<file path="src/rtl/disp_scan8_pkg.sv">
// disp_scan8_pkg: shared display definitions (disp_defs) for the 8-digit scanner.
// Provides the blank-level constants, the scan FSM state encoding and the
// active-low hex-to-7-segment table ({g,f,e,d,c,b,a}) indexed by nibble value.
package disp_scan8_pkg;
    localparam logic [6:0] SEG_OFF = 7'h7F;
    localparam logic [7:0] AN_OFF  = 8'hFF;
    typedef enum logic {BLANK = 1'b0, SHOW = 1'b1} state_e;
    // Entry [n] is the pattern for nibble n (listed F down to 0).
    localparam logic [15:0][6:0] HEX7 = {
        7'h0E, 7'h06, 7'h21, 7'h46, 7'h03, 7'h08, 7'h10, 7'h00,
        7'h78, 7'h02, 7'h12, 7'h19, 7'h30, 7'h24, 7'h79, 7'h40
    };
endpackage

</file>
<file path="src/rtl/disp_scan8_seg7_hex_dec.sv">
// seg7_hex_dec: combinational 4-bit to active-low 7-segment decoder.
// Ports: nib_i - nibble to display; seg_o - {g,f,e,d,c,b,a}, active-low.
module seg7_hex_dec
    import disp_scan8_pkg::*;
(
    input  logic [3:0] nib_i,
    output logic [6:0] seg_o
);
    assign seg_o = HEX7[nib_i];
endmodule

</file>
<file path="src/rtl/disp_scan8.sv">
// disp_scan8: time-multiplexed driver for an 8-digit common-anode 7-segment display.
// Ports: clk, rst_n (async active-low); data (8 nibbles, nibble i on digit i),
// dp_in (1 = point lit), blank_mask (1 = digit dark); sel (digit index),
// an (active-low one-hot anodes), seg/dp (active-low), frame_done (pulse after digit 7).
// Optional macro DISP_LZ_SUPPRESS_EN: blank digits above the most-significant
// nonzero nibble of the snapshot (digit 0 always shown).
module disp_scan8
    import disp_scan8_pkg::*;
#(
    parameter int CLK_DIV     = 100000,
    parameter int DEAD_CYCLES = 16
) (
    input  logic        clk,
    input  logic        rst_n,
    input  logic [31:0] data,
    input  logic [7:0]  dp_in,
    input  logic [7:0]  blank_mask,
    output logic [2:0]  sel,
    output logic [7:0]  an,
    output logic [6:0]  seg,
    output logic        dp,
    output logic        frame_done
);
    localparam int PW = $clog2(CLK_DIV);
    localparam logic [PW-1:0] LAST = PW'(CLK_DIV - 1);
    localparam logic [PW-1:0] DEAD = PW'(DEAD_CYCLES);

    logic [PW-1:0] presc_q, presc_d;
    logic [2:0]    sel_q;
    state_e        state_q, state_d;
    logic          load_pend_q;
    logic [31:0]   data_snap_q;
    logic [7:0]    dp_snap_q, bm_snap_q, bm_eff;
    logic [7:0]    an_q, an_d;
    logic [6:0]    seg_q, seg_d, dec_seg;
    logic          dp_q, dp_d;
    logic          tick, load, blank;

    assign tick    = presc_q == LAST;
    // Snapshot once right after reset and at every frame boundary.
    assign load    = load_pend_q | (tick & (sel_q == 3'd7));
    assign presc_d = tick ? '0 : presc_q + 1'b1;
    // The slot is blanked while the prescaler is still inside the dead window.
    assign state_d = (presc_d >= DEAD) ? SHOW : BLANK;

`ifdef DISP_LZ_SUPPRESS_EN
    logic [7:0] lz_q, lz_d;
    // Digit i is a leading zero when every nibble from i upward is zero.
    always_comb begin
        lz_d = '0;
        for (int i = 1; i < 8; i++) lz_d[i] = ~|(data >> (4 * i));
    end
    assign bm_eff = bm_snap_q | lz_q;
`else
    assign bm_eff = bm_snap_q;
`endif

    seg7_hex_dec u_dec (
        .nib_i (data_snap_q[{sel_q, 2'b00} +: 4]),
        .seg_o (dec_seg)
    );

    assign blank = (state_q == BLANK) | bm_eff[sel_q];
    assign an_d  = blank ? AN_OFF : ~(8'b1 << sel_q);
    assign seg_d = blank ? SEG_OFF : dec_seg;
    assign dp_d  = blank | ~dp_snap_q[sel_q];

    always_ff @(posedge clk or negedge rst_n) begin
        if (!rst_n) begin
            presc_q     <= '0;
            sel_q       <= '0;
            state_q     <= BLANK;
            load_pend_q <= 1'b1;
            data_snap_q <= '0;
            dp_snap_q   <= '0;
            bm_snap_q   <= '0;
            an_q        <= AN_OFF;
            seg_q       <= SEG_OFF;
            dp_q        <= 1'b1;
`ifdef DISP_LZ_SUPPRESS_EN
            lz_q        <= '0;
`endif
        end else begin
            presc_q     <= presc_d;
            sel_q       <= tick ? sel_q + 3'd1 : sel_q;
            state_q     <= state_d;
            load_pend_q <= 1'b0;
            an_q        <= an_d;
            seg_q       <= seg_d;
            dp_q        <= dp_d;
            if (load) begin
                data_snap_q <= data;
                dp_snap_q   <= dp_in;
                bm_snap_q   <= blank_mask;
`ifdef DISP_LZ_SUPPRESS_EN
                lz_q        <= lz_d;
`endif
            end
        end
    end

    assign sel        = sel_q;
    assign an         = an_q;
    assign seg        = seg_q;
    assign dp         = dp_q;
    assign frame_done = tick & (sel_q == 3'd7);
endmodule

</file>
<file path="config.mk">
export PLATFORM = sky130hd
export DESIGN_NAME = disp_scan8
export DESIGN_NICKNAME = d
export VERILOG_FILES = /design/src/rtl/disp_scan8_pkg.sv /design/src/rtl/disp_scan8_seg7_hex_dec.sv /design/src/rtl/disp_scan8.sv
export SDC_FILE = /design/constraint.sdc
export NUM_CORES = 1
export LEC_CHECK = 0
export ABC_AREA = 0
export BUFFER_PORTS_ARGS = -buffer_cell sky130_fd_sc_hd__buf_2
export CAP_MARGIN = 20
export CORE_ASPECT_RATIO = 1.4
export CORE_MARGIN = 5
export CORE_UTILIZATION = 45
export CTS_BUF_LIST = sky130_fd_sc_hd__clkbuf_4
export DETAILED_ROUTE_END_ITERATION = 8
export PLACE_DENSITY = 0.72
export SETUP_SLACK_MARGIN = 0.4
export SYNTH_ARGS = -nofsm -noshare
export SYNTH_HDL_FRONTEND = slang
export SYNTH_HIERARCHICAL = 1
export SYNTH_SLANG_ARGS = --single-unit
</file>
<file path="constraint.sdc">
create_clock -name clk -period 5.8 [get_ports clk]
set_clock_uncertainty 0.2 [all_clocks]
set_input_delay 0.29 -clock clk [delete_from_list [all_inputs] [get_ports clk]]
set_output_delay 0.29 -clock clk [all_outputs]
set_load 0.02 [all_outputs]
</file>
# [Yosys cells after proc, flatten, opt, wreduce, memory -nomap -nowiden]
# Memories as Yosys holds them, arrays and structs flattened.
# Cells that the tools add are included.
[word_totals] regBits=86 latch_bits=0 ramBits=0 rom_bits=112 inputBits=50 output_inout_bits=20 word_cells=36 memories=1
[memory_table] memory="(name not given)" words=16 width=7 rd=1 rd_ports_with_merged_regs=0 write_ports=0 line="disp_scan8_seg7_hex_dec.sv:9" rtl="assign seg_o = HEX7[nib_i];"
[classes] add_sub_neg=2 n_mul=0 div_mod_pow=0 magnitude_cmp=3 n_eq_ne=2 n_shift=2 muxes=9 bitwise=7 n_reduce_logical=0
[ops] cell="$shiftx 32x6->4" count=1
[ops] cell="$add 17x1->17 const B" count=1
[ops] cell="$eq 17x17->1 const B" count=1
[ops] cell="$ge 17x5->1 const B" count=1
[ops] cell="$mux 17" count=1
[ops] cell="$mux 7" count=2
[ops] cell="$mux 8" count=1
[ops] cell="$not 8->8" count=1
[ops] cell="$shl 1x3->8 const A" count=1
[ops] cell="$bmux 1 s3" count=2
[ops] cell="$lt 4x5->1 const B" count=1
[ops] cell="$lt 3x4->1 const B" count=1
[ops] cell="$add 3x1->3 const B" count=1
[ops] cell="$eq 3x3->1 const B" count=1
[ops] cell="$mux 1" count=3
[ops] cell="$or 1x1->1" count=3
[ops] cell="$not 1->1" count=2
[ops] cell="$and 1x1->1" count=1

# [Depth between registers and ports, before layout]
[logic_depth] word_depth=4 depth_mapped=10 depth_no_buf=9

# [Hierarchy]
# Netlist, hierarchy kept.
[by_module_without_submodules] mod="disp_scan8" n_inst=1 cells_each=293 area_per_inst_um2=3967.6 seq_area_each_um2=2173.3
[by_module_without_submodules] mod="seg7_hex_dec" n_inst=1 cells_each=35 area_per_inst_um2=247.7 seq_area_each_um2=0.0

# [Least setup slack after synthesis]
# Ideal clock, no wire load.
[synth_timing] path_kind="register -> register" start="register sel_q[0] (netlist: sel[0])" end="register seg_q[3] (netlist: seg[3])" setup_ns=0.084 t_arrival_ns=2.816 setup_slack_ns=2.700 stages_incl_launch_ff=10 n_path_buf=1 synth_period_minus_slack_ns=3.100 cell_sequence="dfrtp_1 -> buf_1 -> mux4_2 -> nand2_1 -> nand2_1 -> ha_1 -> or2_2 -> a21oi_1 -> a31oi_1 -> or2_2"
[synth_between] elab_chain_cells=4 word_cells_on_any_way=7 classes_between="1 x shift; 4 x mux; 1 x bitwise; 1 x memory"
[synth_rtl] item="start: declaration" line="disp_scan8.sv:29" rtl="logic [2:0] sel_q;"
[synth_rtl] item="start signal: assignment" line="disp_scan8.sv:85" rtl="sel_q <= tick ? sel_q + 3'd1 : sel_q;"
[synth_rtl] item="$shiftx 32x6->4" line="disp_scan8.sv:59" rtl=".nib_i (data_snap_q[{sel_q, 2'b00} +: 4]),"
[synth_rtl] item="$mem_v2 16x7"
[synth_rtl] item="$mux 7 (not written as such)" line="disp_scan8_seg7_hex_dec.sv:9"
[synth_rtl] item="net dec_seg[3]" line="disp_scan8.sv:35" rtl="logic [6:0] seg_q, seg_d, dec_seg;"
[synth_rtl] item="$mux 7" line="disp_scan8.sv:65" rtl="assign seg_d = blank ? SEG_OFF : dec_seg;"
[synth_rtl] item="net seg_d[3]" line="disp_scan8.sv:35"
[synth_rtl] item="end signal: assignment" line="disp_scan8.sv:89" rtl="seg_q <= seg_d;"
[synth_rtl] item="end: declaration" line="disp_scan8.sv:35"
# The timed path passes the listed nets, and every way through them passes these cells. The select of a mux whose other input is x is not followed.
# A chain may end at the register's enable or synchronous reset.

# [Worst setup path after layout]
[layout_timing] start="register presc_q[0]" end="output frame_done"
[layout_between] elab_chain_cells=2
[layout_rtl] item="start: declaration" line="disp_scan8.sv:28" rtl="logic [PW-1:0] presc_q, presc_d;"
[layout_rtl] item="start signal: assignment" line="disp_scan8.sv:84" rtl="presc_q <= presc_d;"
[layout_rtl] item="$eq 17x17->1" line="disp_scan8.sv:39" rtl="assign tick = presc_q == LAST;"
[layout_rtl] item="$and 1x1->1" line="disp_scan8.sv:106" rtl="assign frame_done = tick & (sel_q == 3'd7);"
[layout_rtl] item="end: declaration" line="disp_scan8.sv:22" rtl="output logic frame_done"
# No other way between the ends.

==> results by group <==
Layout
  • Fin util: 57.90%
  • Fillers: 741
  • Syn-to-layout area delta: 24.73%
  • Nets: 507
  • Final Instance Area: 5258 um2
  • Most frequent cells in the layout: 69 x dfrtp_1, 68 x buf_2, 50 x dlygate4sd3_1, 36 x nand2_1, 30 x mux2_2
  • Multi-input logic area: 1913 um2
  • Commonest non-fill, non-tap cell in the layout: dfrtp_1
  • FF/Latch Area: 2173 um2
  • Layout cell share with drive strength beyond 1: 39.51%
  • Finished Layout Cells: 556

Place
  • RD Place Congestion: 0.8347
  • Port bufs: 69
  • DP Cell Count: 488
  • DP Area: 4606 um2
  • DP HPWL: 5777 um

Global routing
  • Initial antenna violation count: 1
  • Largest net degree at the start of global routing: 87
  • Vias in the first global route: 2,956
  • First-pass GRT wire length: 14,230 um
  • Grt ovf: 0
  • Global Route Usage Sum: 15.75%

Clocking
  • CTS sink cnt: 86
  • Clock root cell: clkbuf_4
  • Clock Tree Buf Depth: 2
  • CTS Buf Count: 9
  • Worst skew pair latency: 0.44 ns
  • H-tree depth: 3
  • Post-CTS Resized: 0
  • Post-CTS setup buffer count: 0
  • Reg clk slew, reported paths: 0.13 ns
  • CTS tree: built

Logic synthesis
  • Yosys top cell area share: 40.96%
  • Sequential-to-total area share from yosys stat: 51.56%
  • Post-synthesis net count: 392
  • Post-synth EDFFs: 0
  • Syn avg cell area: 12.85 um2
  • Top_reg_cell synth: dfrtp_1
  • Post-Syn Instances: 328
  • Synthesis Warnings: 6
  • Synth top area cells: dfrtp_1 41%, dfstp_2 11%, mux2_2 8.0%
  • Library cells used by synthesis: 47
  • Post-Syn Area: 4215 um2
  • Cell taking the most area after synthesis: dfrtp_1
  • Post-synth ARST share: 100.0%
  • Flops & latches, synth: 86

Run status
  • Status: completed

Power and ir drop
  • Pwr dens: 220.9 nW/um2
  • Max VDD drop: 0.1384 mV
  • LEAKAGE: 2.371 nW

Route
  • Vias per std cell: 5.124
  • DRT Pass-1 Iters: 4
  • Wirelength, routed: 8534 um
  • Antenna viol nets, final: 0
  • DRC Markers: 0
  • Total vias in the final route: 2,849
  • Routed wire per std cell: 15.35 um
  • 1st-iter DRT viols: 233

Setup path
  • Crit end category: primary output
  • Kind of critical path: register to primary output
  • Critical Path End: frame_done
  • Reg2reg path depth: 7
  • Crit path DAT: 2.76 ns
  • Reg-to-reg setup timing slack: 2.58 ns
  • Worst EP required: 5.31 ns
  • Worst setup SP type: register
  • Crit path max fanout: 16
  • RR Endpoint: data_snap_q[29]
  • Launch point of the worst path: presc_q[0]
  • R2r startpoint: presc_q[0]

Timing
  • Max-slew violations: 0
  • Setup TNS: 0 ns
  • Period minus WS final: 3.253 ns
  • Max-slew headroom: 36.28%
  • Worst Tran Pin Value: 0.9558 ns
  • Fmax: 307.4 MHz
  • Final hold violations: 0
  • RSZ-0062 raised after global routing: no
  • Final period utilization: 56.09%
  • Setup Viol. Count Final: 0

Floorplan
  • Die Wd: 91.80 um
  • Die H: 124.5 um
  • Core Region: 9080 um2
  • Die area: 11,430 um2
  • Site row count: 41
  • Initial Utilization: 46.42%
  • I/O Pins: 70

Min path
  • Hold Path Class: register to register

Run
  • # Max-Cap Violations: 0
==> routing by layer <==
metal  routed length, um  track usage (%)  vias up
li1                    -                -     1376
met3                 407            3.988       18
met4                 236            7.524        0
met2                4100            24.84       72
met5                   0                0        -
met1                3790            20.17     1383
==> critical path: stages (launching register included) <==
cell and delay [ns]:
dfrtp_1 0.41, ha_1 0.31, nand4_1 0.33, nor4_4 0.78, and2_1 0.29, buf_2 0.20
==> repair_timing <==
item,4_1_cts,5_1_grt
hold buffers,49,1
endpoints found under the hold margin,117,7
endpoints found under the setup margin,0,0
==> cells by family (layout without fill, tap and decap cells) <==
| kind of cell | after synthesis | after routing | synth area share, % |
|---|---|---|---|
| multiplexers | 64 | 64 | 22.02 |
| flip-flops | 86 | 86 | 51.56 |
| adder cells (fa/ha/maj) | 14 | 14 | 4.156 |
| AND/OR/NAND/NOR | 97 | 97 | 11.90 |
| other | 1 | 2 | 0.08896 |
| XOR/XNOR | 17 | 17 | 3.532 |
| AO/OA/AOI/OAI | 24 | 24 | 3.502 |
| buffers and inverters | 25 | 145 | 3.235 |
==> cell type report <==
class	count	area share [%]
antenna	1	0.04760
clock buffer	10	1.428
clock inverter	6	0.8805
inverter	8	0.5712
multi-input combinational	217	36.39
sequential	86	41.34
tap	107	2.546
timing repair buffer	121	16.80
==> report_power, final <==
| group | internal [W] | switching, W |
|---|---|---|
| combinational | 0.000108 | 0.0000797 |
| clock | 0.0000960 | 0.000210 |
| sequential | 0.000648 | 0.0000191 |
| total | 0.000853 | 0.000308 |
==> synth_stat cells, types with 2 or more instances <==
cell type / n
xor2_1: 7
xnor2_1: 10
mux2_4: 20
and3_1: 4
a211oi_1: 2
nor3_1: 2
dfrtp_1: 69
nand3_1: 9
and2_1: 3
nand2_1: 36
nand4_1: 5
nor2_1: 16
buf_6: 5
o21ai_0: 7
ha_1: 14
dfstp_2: 17
or2_2: 8
mux4_2: 12
mux2_2: 30
clkbuf_1: 6
o211ai_1: 2
inv_1: 8
a21oi_1: 2
a31oi_1: 2
mux2i_1: 2
or3_1: 2
o21ai_1: 2
buf_2: 4
buf_1: 2
nor4_1: 2
o22ai_1: 2
==> how the worst min path moves through the flow <==
stage	slack, ns	cells past startpoint	endpoint	startpoint
after floorplan	-0.21	0	bm_eff[0]	rst_n
after global placement	0.27	1	presc_q[0]	presc_q[0]
after detailed placement	0.27	1	presc_q[0]	presc_q[0]
after CTS	0.29	1	presc_q[0]	presc_q[0]
after global routing	0.31	1	presc_q[0]	presc_q[0]
final	0.29	1	presc_q[0]	presc_q[0]
==> per-stage QoR <==
stage | power (W) | hold slack (ns) | setup slack, ns
2_1_floorplan | 0.0007850 | -0.2056 | 2.700
3_3_place_gp | 0.0008315 | 0.2656 | 2.634
3_5_place_dp | 0.0008392 | 0.2720 | 2.550
4_1_cts | 0.001172 | 0.2900 | 2.498
5_1_grt | 0.001222 | 0.3123 | 2.317
6_report | 0.001161 | 0.2903 | 2.547
==> state kept, by name (all words and copies together), names as in the netlist <==
name / cells
data_snap_q: 32
presc_q: 17
an: 8
bm_eff: 8
dp_snap_q: 8
seg: 7
sel: 3
dp: 1
load_pend_q: 1
state_q: 1
No activity file was read; power rests on OpenSTA's default activity.
